===== src/rtl/seg_pkg.sv =====
`default_nettype none
// ============================================================================
// Module   : seg_pkg
// Brief    : Shared constants for the seven-segment scan driver: segment
//            patterns for hex digits 0..F, the all-dark code and the number
//            of brightness phases per digit slot.
// Revision : 1.0 - initial release
// ============================================================================
package seg_pkg;

    // Brightness resolution: each slot is split into this many phases
    localparam int c_PHASE_COUNT = 16;

    // Cathode code for a dark digit (active-low, everything off)
    localparam logic [7:0] c_SEG_BLANK = 8'hFF;

    // {dp,a,b,c,d,e,f,g}, active low, dp off; entry i is the glyph for hex i
    localparam logic [15:0][7:0] c_SEG_PATTERN = {
        8'hB8, 8'hB0, 8'hC2, 8'hB1, 8'hE0, 8'h88, 8'h8C, 8'h80,
        8'h8F, 8'hA0, 8'hA4, 8'hCC, 8'h86, 8'h92, 8'hCF, 8'h81
    };

endpackage
`default_nettype wire


===== src/rtl/seg_scan_driver_if.sv =====
`default_nettype none
// ============================================================================
// Module   : seg_scan_driver_if
// Brief    : Display data/control bundle between a host and the scan driver.
//            Signal prefixes are from the driver's point of view.
// Revision : 1.0 - initial release
// ============================================================================
interface seg_scan_driver_if #(
    parameter int NUM_DIGITS = 4
);
    logic [4*NUM_DIGITS-1:0] i_value;
    logic [NUM_DIGITS-1:0]   i_dp;
    logic                    i_ld;
    logic [NUM_DIGITS-1:0]   i_en;
    logic                    i_lzb;
    logic [3:0]              i_bright;
    logic [7:0]              o_cathodes;
    logic [NUM_DIGITS-1:0]   o_anodes;
    logic                    o_frame;

    modport master (
        output i_value, i_dp, i_ld, i_en, i_lzb, i_bright,
        input  o_cathodes, o_anodes, o_frame
    );

    modport slave (
        input  i_value, i_dp, i_ld, i_en, i_lzb, i_bright,
        output o_cathodes, o_anodes, o_frame
    );
endinterface
`default_nettype wire


===== src/rtl/seg_decoder.sv =====
`default_nettype none
// ============================================================================
// Module   : seg_decoder
// Brief    : Combinational hex nibble + decimal point to active-low cathodes.
// Revision : 1.0 - initial release
// ============================================================================
module seg_decoder
    import seg_pkg::*;
(
    input  logic [3:0] i_nibble,
    input  logic       i_dp,
    output logic [7:0] o_cathodes
);

    // Look up the glyph, then pull the dp cathode low when the point is lit
    always_comb begin
        o_cathodes = c_SEG_PATTERN[i_nibble];
        if (i_dp) begin
            o_cathodes[7] = 1'b0;
        end
    end

endmodule
`default_nettype wire


===== src/rtl/seg_scan_driver.sv =====
`default_nettype none
// ============================================================================
// Module   : seg_scan_driver
// Brief    : Multiplexed seven-segment scan driver with shadowed display data,
//            per-digit enables, leading-zero blanking, 16-step PWM brightness
//            and a one-cycle dead time at the start of every digit slot.
// Revision : 1.0 - initial release
// ============================================================================
module seg_scan_driver
    import seg_pkg::*;
#(
    parameter int NUM_DIGITS  = 4,
    parameter int SLOT_CYCLES = 100000
) (
    input  logic              clk,
    input  logic              rst_n,
    seg_scan_driver_if.slave  bus
);

    localparam int c_CNT_W  = $clog2(SLOT_CYCLES);
    localparam int c_DIG_W  = (NUM_DIGITS > 1) ? $clog2(NUM_DIGITS) : 1;
    localparam int c_PDIV   = SLOT_CYCLES / c_PHASE_COUNT;
    localparam int c_PDIV_W = $clog2(c_PDIV);

    localparam logic [c_CNT_W-1:0]  c_CNT_MAX  = c_CNT_W'(SLOT_CYCLES - 1);
    localparam logic [c_DIG_W-1:0]  c_DIG_MAX  = c_DIG_W'(NUM_DIGITS - 1);
    localparam logic [c_PDIV_W-1:0] c_PDIV_MAX = c_PDIV_W'(c_PDIV - 1);

    logic [c_CNT_W-1:0]      r_cnt;
    logic [c_PDIV_W-1:0]     r_pcnt;
    logic [3:0]              r_phase;
    logic [c_DIG_W-1:0]      r_dig;
    logic [4*NUM_DIGITS-1:0] r_value;
    logic [NUM_DIGITS-1:0]   r_dp;
    logic [7:0]              r_cathodes;
    logic [NUM_DIGITS-1:0]   r_anodes;
    logic                    r_frame;

    logic                    w_wrap;
    logic                    w_last_slot;
    logic [3:0]              w_nib;
    logic                    w_dp;
    logic [7:0]              w_seg;
    logic [NUM_DIGITS-1:0]   w_blank;
    logic                    w_allz;
    logic                    w_lit;
    logic [NUM_DIGITS-1:0]   w_anodes_nxt;

    assign w_wrap      = (r_cnt == c_CNT_MAX);
    assign w_last_slot = w_wrap && (r_dig == c_DIG_MAX);

    // Slot counter, phase sub-counter (avoids a divider) and digit index
    always_ff @(posedge clk or negedge rst_n) begin
        if (!rst_n) begin
            r_cnt   <= '0;
            r_pcnt  <= '0;
            r_phase <= '0;
            r_dig   <= '0;
        end else if (w_wrap) begin
            r_cnt   <= '0;
            r_pcnt  <= '0;
            r_phase <= '0;
            r_dig   <= (r_dig == c_DIG_MAX) ? '0 : r_dig + 1'b1;
        end else begin
            r_cnt <= r_cnt + 1'b1;
            if (r_pcnt == c_PDIV_MAX) begin
                r_pcnt  <= '0;
                r_phase <= r_phase + 1'b1;
            end else begin
                r_pcnt <= r_pcnt + 1'b1;
            end
        end
    end

    // Shadow registers: the scan only ever reads these, never the live inputs
    always_ff @(posedge clk or negedge rst_n) begin
        if (!rst_n) begin
            r_value <= '0;
            r_dp    <= '0;
        end else if (bus.i_ld) begin
            r_value <= bus.i_value;
            r_dp    <= bus.i_dp;
        end
    end

    // Leading-zero blanking: walk down from the top digit tracking "all zero so far"
    always_comb begin
        w_allz  = 1'b1;
        w_blank = '0;
        for (int i = NUM_DIGITS - 1; i >= 0; i--) begin
            w_allz     = w_allz & (r_value[4*i +: 4] == 4'd0);
            w_blank[i] = bus.i_lzb & w_allz & (i != 0);
        end
    end

    assign w_nib = r_value[4*r_dig +: 4];
    assign w_dp  = r_dp[r_dig];

    seg_decoder u_decoder (
        .i_nibble   (w_nib),
        .i_dp       (w_dp),
        .o_cathodes (w_seg)
    );

    // Selected digit is lit only when enabled, unblanked, inside its PWM window
    // and past the first (dead) cycle of the slot
    always_comb begin
        w_lit        = bus.i_en[r_dig] & ~w_blank[r_dig] &
                       (r_phase <= bus.i_bright) & (r_cnt != '0);
        w_anodes_nxt = '1;
        if (w_lit) begin
            w_anodes_nxt[r_dig] = 1'b0;
        end
    end

    // Registered pin drivers
    always_ff @(posedge clk or negedge rst_n) begin
        if (!rst_n) begin
            r_anodes   <= '1;
            r_cathodes <= c_SEG_BLANK;
            r_frame    <= 1'b0;
        end else begin
            r_anodes   <= w_anodes_nxt;
            r_cathodes <= w_lit ? w_seg : c_SEG_BLANK;
            r_frame    <= w_last_slot;
        end
    end

    assign bus.o_anodes   = r_anodes;
    assign bus.o_cathodes = r_cathodes;
    assign bus.o_frame    = r_frame;

endmodule
`default_nettype wire


===== src/flat_wrapper.sv =====
// flat-port wrapper written by rule: the top's interface ports become plain ports
module seg_scan_driver_flat import seg_pkg::*;
#(
    parameter int NUM_DIGITS  = 4,
    parameter int SLOT_CYCLES = 100000
)
  (clk, rst_n, bus_i_value, bus_i_dp, bus_i_ld, bus_i_en, bus_i_lzb, bus_i_bright, bus_o_cathodes, bus_o_anodes, bus_o_frame);
  seg_scan_driver_if #(.NUM_DIGITS(NUM_DIGITS)) bus_i ();
  input  logic clk;
  input  logic rst_n;
  input wire logic [$bits(bus_i.i_value)-1:0] bus_i_value;
  input wire logic [$bits(bus_i.i_dp)-1:0] bus_i_dp;
  input wire logic [$bits(bus_i.i_ld)-1:0] bus_i_ld;
  input wire logic [$bits(bus_i.i_en)-1:0] bus_i_en;
  input wire logic [$bits(bus_i.i_lzb)-1:0] bus_i_lzb;
  input wire logic [$bits(bus_i.i_bright)-1:0] bus_i_bright;
  output wire logic [$bits(bus_i.o_cathodes)-1:0] bus_o_cathodes;
  output wire logic [$bits(bus_i.o_anodes)-1:0] bus_o_anodes;
  output wire logic [$bits(bus_i.o_frame)-1:0] bus_o_frame;
  assign bus_i.i_value = bus_i_value;
  assign bus_i.i_dp = bus_i_dp;
  assign bus_i.i_ld = bus_i_ld;
  assign bus_i.i_en = bus_i_en;
  assign bus_i.i_lzb = bus_i_lzb;
  assign bus_i.i_bright = bus_i_bright;
  assign bus_o_cathodes = bus_i.o_cathodes;
  assign bus_o_anodes = bus_i.o_anodes;
  assign bus_o_frame = bus_i.o_frame;
  seg_scan_driver #(.NUM_DIGITS(NUM_DIGITS), .SLOT_CYCLES(SLOT_CYCLES)) u_core (.clk(clk), .rst_n(rst_n), .bus(bus_i));
endmodule

===== config.mk =====
export PLATFORM = sky130hd
export DESIGN_NAME = seg_scan_driver_flat
export DESIGN_NICKNAME = d
export VERILOG_FILES = /design/src/rtl/seg_pkg.sv /design/src/rtl/seg_scan_driver_if.sv /design/src/rtl/seg_decoder.sv /design/src/rtl/seg_scan_driver.sv /design/src/flat_wrapper.sv
export SDC_FILE = /design/constraint.sdc
export NUM_CORES = 1
export LEC_CHECK = 0
export ABC_AREA = 0
export ABC_CLOCK_PERIOD_IN_PS = 2000
export CORE_UTILIZATION = 50
export DETAILED_ROUTE_END_ITERATION = 16
export GPL_TIMING_DRIVEN = 0
export MAX_ROUTING_LAYER = met4
export PLACE_DENSITY = 0.76
export SLEW_MARGIN = 20
export SYNTH_ARGS = -nofsm -noshare
export SYNTH_HDL_FRONTEND = slang
export SYNTH_SLANG_ARGS = --single-unit

===== constraint.sdc =====
create_clock -name clk -period 2 [get_ports clk]
set_input_delay 0.3 -clock clk [delete_from_list [all_inputs] [get_ports clk]]
set_output_delay 0.3 -clock clk [all_outputs]
set_load 0.05 [all_outputs]

==> flow_metrics.env <==
export IMPL_cp_start_kind="flop"
export IMPL_synthMuxAreaShare=0.119
export IMPL_cap_violations=0
export IMPL_dp_cells=425
export IMPL_drc=0
export IMPL_max_freq_mhz=509
export IMPL_final_nets=416
export IMPL_ys_types=45
export IMPL_synth_edff_count=0
export IMPL_cts_max_level=3
export IMPL_setup_viol=0
export IMPL_crit_chain="clkdlybuf4s50_1"
export IMPL_antenna_found_initial=0
export IMPL_post_route_period_util=0.983
export IMPL_nFillCells=496
export IMPL_slowest_stage="clkdlybuf4s50_1"
export IMPL_dr_total_vias=2486
export IMPL_root_buffer="clkbuf_8"
export IMPL_cts_buffers_inserted=9
export IMPL_gp_congestion=0.875
export IMPL_yosysSeqAreaShare=0.505
export IMPL_cts_sinks=69
export IMPL_finalInstanceArea_um2=4270
export IMPL_yosys_area_share_adder=0.0654
export IMPL_core_area_um2=6490
export IMPL_place_ws_ns=-0.539
export IMPL_ioPinCount=45
export IMPL_area_growth_pct=24.0
export IMPL_critPathCaptureType="primary output"
export IMPL_hold_viol_final=0
export IMPL_run_status="finished clean"
export IMPL_dr_pass1_iters=4
export IMPL_dp_hpwl_um=4840
export IMPL_netlist_top_cells_area="dfrtp_1, dfstp_2, ha_1"
export IMPL_synth_compound_area_frac=0.0421
export IMPL_rows=29
export IMPL_first_global_vias=2536
export IMPL_die_area_um2=7230
export IMPL_synth_nets=354
export IMPL_finalCriticalPeriod_ns=1.97
export IMPL_stdcell_count=448
export IMPL_setup_ws_ns=0.0336
export IMPL_worstHoldPathType="in -> async"
export IMPL_yosysWarningCount=0
export IMPL_via_per_inst=5.55
export IMPL_die_y_um=85.0
export IMPL_grt_start_max_net_pins=47
export IMPL_syn_cell_area_um2=3450
export IMPL_clk_latency_ns=0.34
export IMPL_grt_pass1_wl_um=11800
export IMPL_io_buffer_count=43
export IMPL_cp_top_family="buffers and inverters"
export IMPL_dieWidth_um=85.0
export IMPL_synth_simple_area_share=0.164
export IMPL_dpl_instance_area_um2=4000
export IMPL_grt_usage=0.216
export IMPL_start_util=0.531
export IMPL_rsz0062_at_grt="no"
export IMPL_grt_overflow=0
export IMPL_max_stage_delay_ns=0.80
export IMPL_ys_ff_latch=69
export IMPL_path_buf_inv=1
export IMPL_syn_inst=304
export IMPL_holdWs_ns=0.392
export IMPL_drive_gt1_frac=0.216
export IMPL_power_mw=2.96
export IMPL_drtIter0Drc=90
export IMPL_routed_wl_um=6770
export IMPL_cp_arrival_ns=1.67
export IMPL_ant_nets=0
export IMPL_maxSlewViolCount=0
export IMPL_routedWlPerCell_um=15.1
export IMPL_finClkSkew_ns=0.00776
export IMPL_crit_type="reg -> out"
export IMPL_slew_headroom=0.632
export IMPL_synth_xor_area_frac=0.0686
export IMPL_crit_required_ns=1.70
export IMPL_yosysTopAreaCell="dfrtp_1"
export IMPL_leakagePower_nw=1.85
export IMPL_avgSynthCellArea_um2=11.3
export IMPL_seqCellArea_um2=1740
export IMPL_cts_tree="built"
export IMPL_clkTransAtPathRegs_ns=0.08
export IMPL_async_reset_ff_frac=1.00
export IMPL_synth_top_family_by_area="simple AND/OR/NAND/NOR gates"
export IMPL_synthFlopType="dfrtp_1"
export IMPL_worst_path_max_fanout=1
export IMPL_diodes=0
export IMPL_power_density_nw_per_um2=693
export IMPL_synth_top_area_share=0.414
export IMPL_tightest_slew_ns=0.552
export IMPL_multi_input_area_um2=1610
export IMPL_cts_buffer_depth=2
export IMPL_irDropWorstVdd_uv=500
repair_timing:
item / CTS / global route
endpoints found under the setup margin: 22 / 31
buffers inserted: 1 / 5
pin swaps: 4 / 3
hold buffers: 1 / 0
gates cloned: 1 / 0
hold endpoints to repair: 18 / 0
gates resized for setup: 9 / 4
worst paths after layout:
kind	start	slack, ns	depth (start not counted)	to
min	rst_n	0.39	2	u_core.r_pcnt[6]$_DFF_PN0_
min reg2reg	u_core.r_dp[2]$_DFFE_PN0P_	0.50	1	u_core.r_dp[2]$_DFFE_PN0P_
min in group clk	u_core.r_dp[2]$_DFFE_PN0P_	0.50	1	u_core.r_dp[2]$_DFFE_PN0P_
max in group asynchronous	rst_n	1.04	3	u_core.bus.o_cathodes[3]$_DFF_PN1_
max reg2reg	u_core.r_dig[0]$_DFFE_PN0N_	0.07	6	u_core.bus.o_cathodes[1]$_DFF_PN1_
max	u_core.bus.o_anodes[1]$_DFF_PN1_	0.03	1	bus_o_anodes[1]
worst register-to-register path, cell delays in order, from the launching register on:
cell,delay [ns]
dfrtp_1,0.40
buf_6,0.15
mux4_2,0.58
ha_1,0.29
mux2_4,0.28
nand2_1,0.08
o311ai_1,0.10
synthesized netlist by cell type (all sizes together) (2+ instances only):
| master | number |
|---|---|
| o21ai | 11 |
| nor4 | 6 |
| nor3 | 8 |
| inv | 13 |
| nand2 | 28 |
| xnor2 | 14 |
| dfstp | 12 |
| o311ai | 3 |
| xor2 | 13 |
| o211ai | 2 |
| nand4 | 9 |
| a21oi | 3 |
| mux2 | 22 |
| nor2 | 33 |
| ha | 18 |
| buf | 7 |
| nand3 | 18 |
| dfrtp | 57 |
| mux4 | 6 |
| clkbuf | 4 |
power breakdown:
group	switching (mW)	total, mW	internal, mW	leakage [nW]
combinational	0.210	0.403	0.193	0.907
sequential	0.0372	1.51	1.47	0.848
clock	0.534	1.05	0.517	0.0917
cell families after synthesis:
logic type | after synthesis
DFF | 69
buffers and inverters | 24
AOI/OAI and AO/OA | 23
xor gates and xnor gates | 27
and+or+nand+nor | 114
muxes | 29
adders and majority gates | 18
metrics by stage:
stage               TNS [ns]  utilization
floorplan                  0            -
global placement     -108.01        0.612
detailed placement     -5.68        0.615
CTS                        0        0.650
global route               0        0.658
finish                     0        0.658
state kept, by name, indices dropped and copies added, names as in the netlist:
register / cells
u_core.bus.o_anodes: 4
u_core.bus.o_cathodes: 8
u_core.bus.o_frame: 1
u_core.r_cnt: 17
u_core.r_dig: 2
u_core.r_dp: 4
u_core.r_pcnt: 13
u_core.r_phase: 4
u_core.r_value: 16
per-layer routing:
metal,up-vias,global-route usage,share of wire
met2,65,0.334,0.50
met5,-,-,0
met4,0,0.0863,0.018
met1,1228,0.283,0.44
li1,1181,-,-
met3,12,0.0379,0.039
layout make-up:
type,instances,share of cell area
sequential,69,0.407
clock inverter,5,0.00790
clock buffer,11,0.0354
inverter,13,0.0120
buffer,10,0.0167
tap,77,0.0225
multi-input combinational,211,0.377
timing repair buffer,52,0.121
cells in the final DEF, fill, tap and decap left out, types with 3 or more instances in the layout:
master,netlist,layout
buf_4,1,8
nor2_1,33,33
buf_2,3,3
clkdlybuf4s50_1,0,42
nor4_1,6,6
clkbuf_8,0,11
o311ai_1,3,3
inv_1,13,10
dfstp_2,12,12
nor3_1,6,6
dfrtp_1,57,57
ha_1,18,15
nand2_1,28,28
mux4_2,2,4
o21ai_0,10,10
xnor2_1,14,14
xor2_1,13,13
nand4_1,9,9
buf_6,3,4
nand3_1,18,18
mux2_2,20,20
a21oi_1,3,3
clkbuf_1,4,3
Power figures use the tool's default switching activity.
